### src/rtl/rle_codec_p_pkg.sv
// rtl/rle_codec_p_pkg.sv - shared state encodings, mode and pair-layout constants for the RLE codec
package rle_pkg;

    typedef logic [2:0] rle_state_t;

    localparam rle_state_t ST_IDLE    = 3'd0;
    localparam rle_state_t ST_RD_REQ  = 3'd1;
    localparam rle_state_t ST_RD_WAIT = 3'd2;
    localparam rle_state_t ST_PROC    = 3'd3;
    localparam rle_state_t ST_WR      = 3'd4;
    localparam rle_state_t ST_FLUSH   = 3'd5;
    localparam rle_state_t ST_DONE    = 3'd6;
    localparam rle_state_t ST_ERR     = 3'd7;

    localparam logic MODE_ENC = 1'b0;
    localparam logic MODE_DEC = 1'b1;

    localparam int PAIR_SYM_OFS = 0;
    localparam int PAIR_CNT_OFS = 1;

    function automatic int bytes_per_word(input int data_w);
        return data_w / 8;
    endfunction

endpackage

### src/rtl/rle_codec_p_if.sv


interface rle_pack_if #(
    parameter int DATA_W = 32
);
    logic [7:0]        byte_in;
    logic              valid;
    logic              flush;
    logic [DATA_W-1:0] word;
    logic              word_valid;
    logic [3:0]        byte_cnt;

    modport master (output byte_in, valid, flush, input word, word_valid, byte_cnt);
    modport slave  (input byte_in, valid, flush, output word, word_valid, byte_cnt);
endinterface

### src/rtl/rle_codec_p_packer.sv
// rtl/rle_codec_p_packer.sv - gathers output bytes little-endian into one memory word
module rle_word_packer
    import rle_pkg::*;
#(
    parameter int DATA_W = 32
) (
    input logic       clk,
    input logic       nreset,
    rle_pack_if.slave pk
);

    localparam int         BYTES   = bytes_per_word(DATA_W);
    localparam logic [3:0] BYTES_C = 4'(BYTES);

    logic [DATA_W-1:0] word_q, word_d;
    logic [3:0]        cnt_q, cnt_d;

    // flush clears the word so a partial last word goes out zero-padded
    always_comb begin
        word_d = word_q;
        cnt_d  = cnt_q;
        if (pk.flush) begin
            word_d = '0;
            cnt_d  = '0;
        end else if (pk.valid && cnt_q != BYTES_C) begin
            for (int i = 0; i < BYTES; i++) begin
                if (cnt_q == 4'(i)) word_d[8*i +: 8] = pk.byte_in;
            end
            cnt_d = cnt_q + 4'd1;
        end
    end

    always_ff @(posedge clk or negedge nreset) begin
        if (!nreset) begin
            word_q <= '0;
            cnt_q  <= '0;
        end else begin
            word_q <= word_d;
            cnt_q  <= cnt_d;
        end
    end

    assign pk.word       = word_q;
    assign pk.byte_cnt   = cnt_q;
    assign pk.word_valid = (cnt_q == BYTES_C);

endmodule

### src/rtl/rle_codec_p.sv
// rtl/rle_codec_p.sv - memory-mastering RLE encoder/decoder over (symbol, count) byte pairs
module rle_codec_p
    import rle_pkg::*;
#(
    parameter int ADDR_W  = 16,
    parameter int DATA_W  = 32,
    parameter int MAX_RUN = 255
) (
    input  logic              clk,
    input  logic              nreset,
    input  logic              start,
    input  logic              mode,
    input  logic [31:0]       src_addr,
    input  logic [31:0]       src_size,
    input  logic [31:0]       dst_addr,
    output logic [31:0]       dst_size,
    output logic              done,
    output logic              err,
    output logic              port_A_clk,
    output logic [ADDR_W-1:0] port_A_addr,
    output logic [DATA_W-1:0] port_A_data_in,
    input  logic [DATA_W-1:0] port_A_data_out,
    output logic              port_A_we
);

    localparam int          BYTES      = bytes_per_word(DATA_W);
    localparam logic [31:0] BYTES_W    = 32'(BYTES);
    localparam logic [31:0] ALIGN_MASK = BYTES_W - 32'd1;
    localparam logic [3:0]  LAST_POS   = 4'(BYTES - 1);
    localparam logic [7:0]  MAX_RUN_B  = 8'(MAX_RUN);

    rle_pack_if #(.DATA_W(DATA_W)) pk ();

    rle_word_packer #(.DATA_W(DATA_W)) u_packer (
        .clk    (clk),
        .nreset (nreset),
        .pk     (pk.slave)
    );

    rle_state_t        state_q, state_d;
    logic              mode_q, mode_d;
    logic [31:0]       src_left_q, src_left_d;
    logic [31:0]       rd_addr_q, rd_addr_d;
    logic [31:0]       dst_ptr_q, dst_ptr_d;
    logic [31:0]       dst_size_q, dst_size_d;
    logic              done_q, done_d;
    logic              err_q, err_d;
    logic [ADDR_W-1:0] addr_q, addr_d;
    logic [DATA_W-1:0] wdata_q, wdata_d;
    logic              we_q, we_d;
    logic [DATA_W-1:0] in_word_q, in_word_d;
    logic [3:0]        in_pos_q, in_pos_d;
    logic              avail_q, avail_d;
    logic [7:0]        cur_sym_q, cur_sym_d;
    logic [7:0]        run_cnt_q, run_cnt_d;
    logic              pend_q, pend_d;
    logic [7:0]        pend_cnt_q, pend_cnt_d;
    logic              phase_q, phase_d;

    logic       emit;
    logic [7:0] emit_byte;
    logic [7:0] in_byte;

    always_comb begin
        state_d    = state_q;
        mode_d     = mode_q;
        src_left_d = src_left_q;
        rd_addr_d  = rd_addr_q;
        dst_ptr_d  = dst_ptr_q;
        dst_size_d = dst_size_q;
        done_d     = done_q;
        err_d      = err_q;
        addr_d     = addr_q;
        wdata_d    = wdata_q;
        we_d       = 1'b0;
        in_word_d  = in_word_q;
        in_pos_d   = in_pos_q;
        avail_d    = avail_q;
        cur_sym_d  = cur_sym_q;
        run_cnt_d  = run_cnt_q;
        pend_d     = pend_q;
        pend_cnt_d = pend_cnt_q;
        phase_d    = phase_q;
        emit       = 1'b0;
        emit_byte  = 8'h00;
        pk.flush   = 1'b0;

        in_byte = 8'h00;
        for (int i = 0; i < BYTES; i++) begin
            if (in_pos_q == 4'(i)) in_byte = in_word_q[8*i +: 8];
        end

        case (state_q)
            ST_IDLE, ST_DONE, ST_ERR: begin
                if (start) begin
                    mode_d     = mode;
                    src_left_d = src_size;
                    rd_addr_d  = src_addr;
                    dst_ptr_d  = dst_addr;
                    dst_size_d = 32'd0;
                    done_d     = 1'b0;
                    err_d      = 1'b0;
                    avail_d    = 1'b0;
                    in_pos_d   = 4'd0;
                    run_cnt_d  = 8'd0;
                    pend_d     = 1'b0;
                    phase_d    = 1'b0;
                    pk.flush   = 1'b1;
                    if ((src_addr & ALIGN_MASK) != 32'd0 || (dst_addr & ALIGN_MASK) != 32'd0) begin
                        state_d = ST_ERR;
                        done_d  = 1'b1;
                        err_d   = 1'b1;
                    end else if (src_size == 32'd0) begin
                        state_d = ST_DONE;
                        done_d  = 1'b1;
                    end else if (mode == MODE_DEC && src_size[0]) begin
                        state_d = ST_ERR;
                        done_d  = 1'b1;
                        err_d   = 1'b1;
                    end else begin
                        state_d = ST_RD_REQ;
                        addr_d  = ADDR_W'(src_addr);
                    end
                end
            end
            // address was registered on entry; data is valid at the edge leaving RD_WAIT
            ST_RD_REQ: state_d = ST_RD_WAIT;
            ST_RD_WAIT: begin
                in_word_d = port_A_data_out;
                in_pos_d  = 4'd0;
                avail_d   = 1'b1;
                rd_addr_d = rd_addr_q + BYTES_W;
                state_d   = ST_PROC;
            end
            ST_PROC: begin
                if (pk.word_valid) begin
                    state_d   = ST_WR;
                    we_d      = 1'b1;
                    addr_d    = ADDR_W'(dst_ptr_q);
                    wdata_d   = pk.word;
                    dst_ptr_d = dst_ptr_q + BYTES_W;
                    pk.flush  = 1'b1;
                end else if (pend_q) begin
                    emit      = 1'b1;
                    emit_byte = pend_cnt_q;
                    pend_d    = 1'b0;
                end else if (mode_q == MODE_DEC && run_cnt_q != 8'd0) begin
                    emit      = 1'b1;
                    emit_byte = cur_sym_q;
                    run_cnt_d = run_cnt_q - 8'd1;
                end else if (src_left_q == 32'd0) begin
                    if (mode_q == MODE_ENC && run_cnt_q != 8'd0) begin
                        emit       = 1'b1;
                        emit_byte  = cur_sym_q;
                        pend_cnt_d = run_cnt_q;
                        pend_d     = 1'b1;
                        run_cnt_d  = 8'd0;
                    end else if (pk.byte_cnt != 4'd0) begin
                        state_d   = ST_FLUSH;
                        we_d      = 1'b1;
                        addr_d    = ADDR_W'(dst_ptr_q);
                        wdata_d   = pk.word;
                        dst_ptr_d = dst_ptr_q + BYTES_W;
                        pk.flush  = 1'b1;
                    end else begin
                        state_d = ST_DONE;
                        done_d  = 1'b1;
                    end
                end else if (!avail_q) begin
                    state_d = ST_RD_REQ;
                    addr_d  = ADDR_W'(rd_addr_q);
                end else begin
                    src_left_d = src_left_q - 32'd1;
                    in_pos_d   = in_pos_q + 4'd1;
                    if (in_pos_q == LAST_POS) avail_d = 1'b0;
                    if (mode_q == MODE_ENC) begin
                        if (run_cnt_q == 8'd0) begin
                            cur_sym_d = in_byte;
                            run_cnt_d = 8'd1;
                        end else if (in_byte == cur_sym_q && run_cnt_q < MAX_RUN_B) begin
                            run_cnt_d = run_cnt_q + 8'd1;
                        end else begin
                            // symbol goes out now, its count on the next cycle
                            emit       = 1'b1;
                            emit_byte  = cur_sym_q;
                            pend_cnt_d = run_cnt_q;
                            pend_d     = 1'b1;
                            cur_sym_d  = in_byte;
                            run_cnt_d  = 8'd1;
                        end
                    end else if (phase_q == 1'(PAIR_SYM_OFS)) begin
                        cur_sym_d = in_byte;
                        phase_d   = 1'(PAIR_CNT_OFS);
                    end else if (in_byte == 8'd0) begin
                        state_d = ST_ERR;
                        done_d  = 1'b1;
                        err_d   = 1'b1;
                    end else begin
                        run_cnt_d = in_byte;
                        phase_d   = 1'(PAIR_SYM_OFS);
                    end
                end
            end
            ST_WR: state_d = ST_PROC;
            ST_FLUSH: begin
                state_d = ST_DONE;
                done_d  = 1'b1;
            end
            default: state_d = ST_IDLE;
        endcase

        pk.valid   = emit;
        pk.byte_in = emit_byte;
        if (emit) dst_size_d = dst_size_q + 32'd1;
    end

    always_ff @(posedge clk or negedge nreset) begin
        if (!nreset) begin
            state_q    <= ST_IDLE;
            mode_q     <= MODE_ENC;
            src_left_q <= '0;
            rd_addr_q  <= '0;
            dst_ptr_q  <= '0;
            dst_size_q <= '0;
            done_q     <= 1'b0;
            err_q      <= 1'b0;
            addr_q     <= '0;
            wdata_q    <= '0;
            we_q       <= 1'b0;
            in_word_q  <= '0;
            in_pos_q   <= '0;
            avail_q    <= 1'b0;
            cur_sym_q  <= '0;
            run_cnt_q  <= '0;
            pend_q     <= 1'b0;
            pend_cnt_q <= '0;
            phase_q    <= 1'b0;
        end else begin
            state_q    <= state_d;
            mode_q     <= mode_d;
            src_left_q <= src_left_d;
            rd_addr_q  <= rd_addr_d;
            dst_ptr_q  <= dst_ptr_d;
            dst_size_q <= dst_size_d;
            done_q     <= done_d;
            err_q      <= err_d;
            addr_q     <= addr_d;
            wdata_q    <= wdata_d;
            we_q       <= we_d;
            in_word_q  <= in_word_d;
            in_pos_q   <= in_pos_d;
            avail_q    <= avail_d;
            cur_sym_q  <= cur_sym_d;
            run_cnt_q  <= run_cnt_d;
            pend_q     <= pend_d;
            pend_cnt_q <= pend_cnt_d;
            phase_q    <= phase_d;
        end
    end

    assign port_A_clk     = clk;
    assign port_A_addr    = addr_q;
    assign port_A_data_in = wdata_q;
    assign port_A_we      = we_q;
    assign dst_size       = dst_size_q;
    assign done           = done_q;
    assign err            = err_q;

endmodule

### config.mk
export PLATFORM = sky130hd
export DESIGN_NAME = rle_codec_p
export DESIGN_NICKNAME = d
export VERILOG_FILES = /design/src/rtl/rle_codec_p_pkg.sv /design/src/rtl/rle_codec_p_if.sv /design/src/rtl/rle_codec_p_packer.sv /design/src/rtl/rle_codec_p.sv
export SDC_FILE = /design/constraint.sdc
export NUM_CORES = 1
export LEC_CHECK = 0
export BUFFER_PORTS_ARGS = -buffer_cell sky130_fd_sc_hd__buf_4
export CAP_MARGIN = 25
export CORE_UTILIZATION = 56
export DETAILED_ROUTE_END_ITERATION = 16
export GPL_ROUTABILITY_DRIVEN = 0
export HOLD_SLACK_MARGIN = 0.15
export PLACE_DENSITY_LB_ADDON = 0.05
export SKIP_LAST_GASP = 1
export SLEW_MARGIN = 40
export SYNTH_ARGS = -nofsm -noshare
export SYNTH_HDL_FRONTEND = slang
export SYNTH_SLANG_ARGS = --single-unit
### constraint.sdc
create_clock -name clk -period 8.85 [get_ports clk]
set_input_delay 0.885 -clock clk [delete_from_list [all_inputs] [get_ports clk]]
set_output_delay 0.885 -clock clk [all_outputs]
set_load 0.05 [all_outputs]
; Yosys cells after proc, flatten, opt, wreduce, memory -nomap -nowiden
; Index checks and enable logic that the tools add are counted.
[classes]
add_sub_neg = 8
n_lt_le_gt_ge = 1
n_eq_ne = 58
muxes = 168
bitwise = 5
n_reduce_logical = 54
[ops]
columns = operator, count
row1 = $mux 32, 25
row2 = $mux 8, 40
row3 = $pmux 32 s2, 3
row4 = $mux 16, 11
row5 = $add 32x3->32 const B, 2
row6 = $logic_not 32->1, 2
row7 = $reduce_bool 32->1, 2
row8 = $mux 1, 57
row9 = $mux 3, 13
row10 = $ne 2x2->1 const B, 18
row11 = $ne 3x3->1 const B, 12
row12 = $add 32x1->32 const B, 1
row13 = $mux 4, 8
row14 = $pmux 16 s2, 1
row15 = $sub 32x1->32 const B, 1
row16 = $reduce_and 7->1, 4
row17 = $ne 5x5->1 const B, 5
row18 = $reduce_and 8->1, 3
row19 = $reduce_bool 2->1, 12
row20 = $ne 4x4->1 const B, 5
row21 = $reduce_and 10->1, 2
row22 = $eq 4x2->1 const B, 4
row23 = $logic_not 8->1, 2
row24 = $pmux 8 s2, 1
row25 = other kinds (32), 60
[word_totals]
reg_bits = 282
input_bits = 132
out_inout_bits = 84
word_cells = 318

; Depth between registers and ports, before layout
[logic_depth]
ltp_word = 19
ltp_mapped = 14
mapped_depth_nobuf = 11

; Modules after synthesis
; A second synthesis with hierarchy kept.
[hier_totals]
cells_unflattened = 1501
area_unflattened_um2 = 13650.6
[by_module_without_submodules]
columns = mod, n_inst, cells_per_inst, area_per_inst_um2, seq_area_each_um2
row1 = rle_codec_p, 1, 1366, 12050.3, 5355.1
row2 = rle_word_packer, 1, 135, 1600.3, 900.9

==> run metrics <==
status=completed; compound-gate portion of the synthesized area=17.5%; syn avg cell area=8.64 um^2; Remaining DRCs=0; WP data arrival=4.85 ns; Netlist Area Pre-Place=13500 um^2; Crit Path Max Fanout=2; R2R depth=12; Die X=157 um; Reg-to-Reg End=dst_size[9]; Max Cap Viol=0; Setup crit end kind=output pin; initial core utilization=57.2%; largest family of logic cells by synthesized area=simple AND/OR/NAND/NOR gates; Resized Gates After CTS=0; Setup CP Type=clock port to output pin; vias in the first global route=11.5k; Core Area=23500 um^2; sw frac=44.1%; Post-Synth Adder-Cell Area=1.39%; Distinct cells, synth=77; relative slew slack=45.1%; Synth warnings=0; # port buffers=183; global route overflow=0; ant diodes=0; post-synth top area cell=dfrtp_1; top-count cell post-synth=nand2_1; initial antenna violation count=0; pin count of the biggest net entering global routing=93; CP Launch Point=clk; combinational power share=44.5%; drt pass-1 iters=7; Clock transition at path regs=0.06 ns; xor/xnor share of the synthesized area=0.391%; top-level port count=216; setup slack after layout=3.12 ns; Setup Skew=0.0100 ns; number of fill cells=1988; Async SR Flop Fraction=100%; fin. max-slew vios=0; Worst EP required=7.97 ns; CTS tree=done; Clock Latency Late Sink=0.64 ns; final hold violations=0; hold crit path type=primary input to async pin; Synth area leaders=dfrtp_1, nand2_1, o21ai_0; sequential share of the synthesized area=46.5%; Final nets=1844; post-synthesis mux area share=6.96%; DR vias/cell=5.97; die height=157 um; vias=12.1k; post-synth top area share=46.5%; Synth top cells by count=nand2_1, dfrtp_1, o21ai_0; All-Layer GR Usage=28.7%; Max IR drop VDD=264 uV; RSZ-0062 raised after global routing=false; Leak Pwr=0.00734 uW; start of the worst register-to-register path=in_pos_q[1]; dpl hpwl=23900 um; first-pass GRT wire length=57000 um; share of cells above drive strength 1=17.9%; Post-Syn Instances=1557; Fin Setup TNS=0 ns; top_reg_cell synth=dfrtp_1; drt wl/cell=17.1 um; Routed WL=34800 um; CP Launch Type=clock port; # rows=56; final setup vio count=0; clock share of power=21.4%; CP Capture Point=port_A_clk; Routed Antenna Nets=0; Net Count, Synth=1704; Post-CTS Setup Inserts=0; Post-synth EDFFs=0; Reg power frac=34.1%; full die area=24700 um^2; hold buffer count at cts=0; initial drt markers=923; Post-Synth Simple-Gate Area=23.5%; NetSw=2460 uW; Area Overhead vs Synth=18.6%; Worst R2R Setup Slack=4.41 ns; total internal power=3120 uW; register bit total from synthesis=250; Worst-Margin Slew=0.822 ns; pwr/cell area=350 nW/um^2; pre-CTS setup slack=3.37 ns
[layer usage]
metal  part of all wire [%]  up-vias  global-route usage, %
met5                      0        -                      0
met3                    6.4       55                   4.02
met1                     43     5839                   38.3
met4                    2.2        0                   8.83
met2                     49      416                   48.5
li1                       -     5816                      -
[worst max-delay path, cell delays in order]
cell and delay, ns:
clkbuf_16 0.12, clkbuf_16 0.13, buf_4 0.18
[flip-flops by register name, indices dropped and copies added, names as in the netlist, 3 cells and up]
name	cells
pend_cnt_q	8
port_A_addr	16
port_A_data_in	32
src_left_q	32
rd_addr_q	16
dst_size	32
u_packer.pk.byte_cnt	4
u_packer.pk.word	32
state_q	3
in_word_q	32
in_pos_q	4
cur_sym_q	8
run_cnt_q	8
dst_ptr_q	16
[metrics by stage]
step	area, um^2	instances	power [uW]	utilization [%]	hold slack [ns]
6_report	16000	2032	5580	67.8	0.158
5_1_grt	16000	2032	5950	67.8	0.173
4_1_cts	15900	2032	5570	67.7	0.162
3_5_place_dp	15000	1984	4380	63.8	0.453
3_3_place_gp	15000	1983	4310	63.6	0.451
2_1_floorplan	13500	1557	3700	-	0.437
[cells in the final DEF (no fill, tap or decap), types with 25 or more instances in the layout]
cell / instances
a21oi_1: 105
nor2b_1: 25
nor2_1: 96
mux2i_1: 61
nand2_1: 354
buf_4: 190
o21ai_0: 129
mux2_2: 29
clkbuf_16: 30
o22ai_1: 25
nor3_1: 32
inv_1: 32
nand3_1: 56
dfrtp_1: 250
[area by class of cell]
type                       count  area (um^2)  area share, %
inverter                      34          128          0.799
tap                          319          399           2.50
timing repair buffer         194         1500           9.37
clock buffer                  43          863           5.41
multi-input combinational   1186         6740           42.2
sequential                   250         6260           39.2
clock inverter                 6         80.1          0.502
[cells by family (layout without fill, tap and decap cells)]
group	after synthesis	count (layout)
mux	90	90
flops	250	250
simple gates	689	689
xor+xnor	6	6
buf+inv	121	277
fa+ha+maj	15	15
compound gates	386	386
[power groups by stage]
stage	Sequential (uW)	Combinational, uW	Clock, uW
floorplan	2030	1650	24.4
global placement	1900	2390	24.4
detailed placement	1910	2440	24.4
CTS	1900	2450	1220
global route	1960	2730	1270
finish	1900	2480	1190
[how the worst min path moves through the flow]
stage | from | end | slack (ns) | cells past startpoint
2_1_floorplan | in_word_q[17] | in_word_q[17] | 0.44 | 2
3_3_place_gp | u_packer.pk.word[20] | port_A_data_in[20] | 0.45 | 2
3_5_place_dp | u_packer.pk.word[1] | port_A_data_in[1] | 0.45 | 2
4_1_cts | nreset | dst_size[21] | 0.16 | 1
5_1_grt | nreset | dst_size[17] | 0.17 | 1
6_report | nreset | dst_size[20] | 0.16 | 1
No activity file was read; power rests on OpenSTA's default activity.
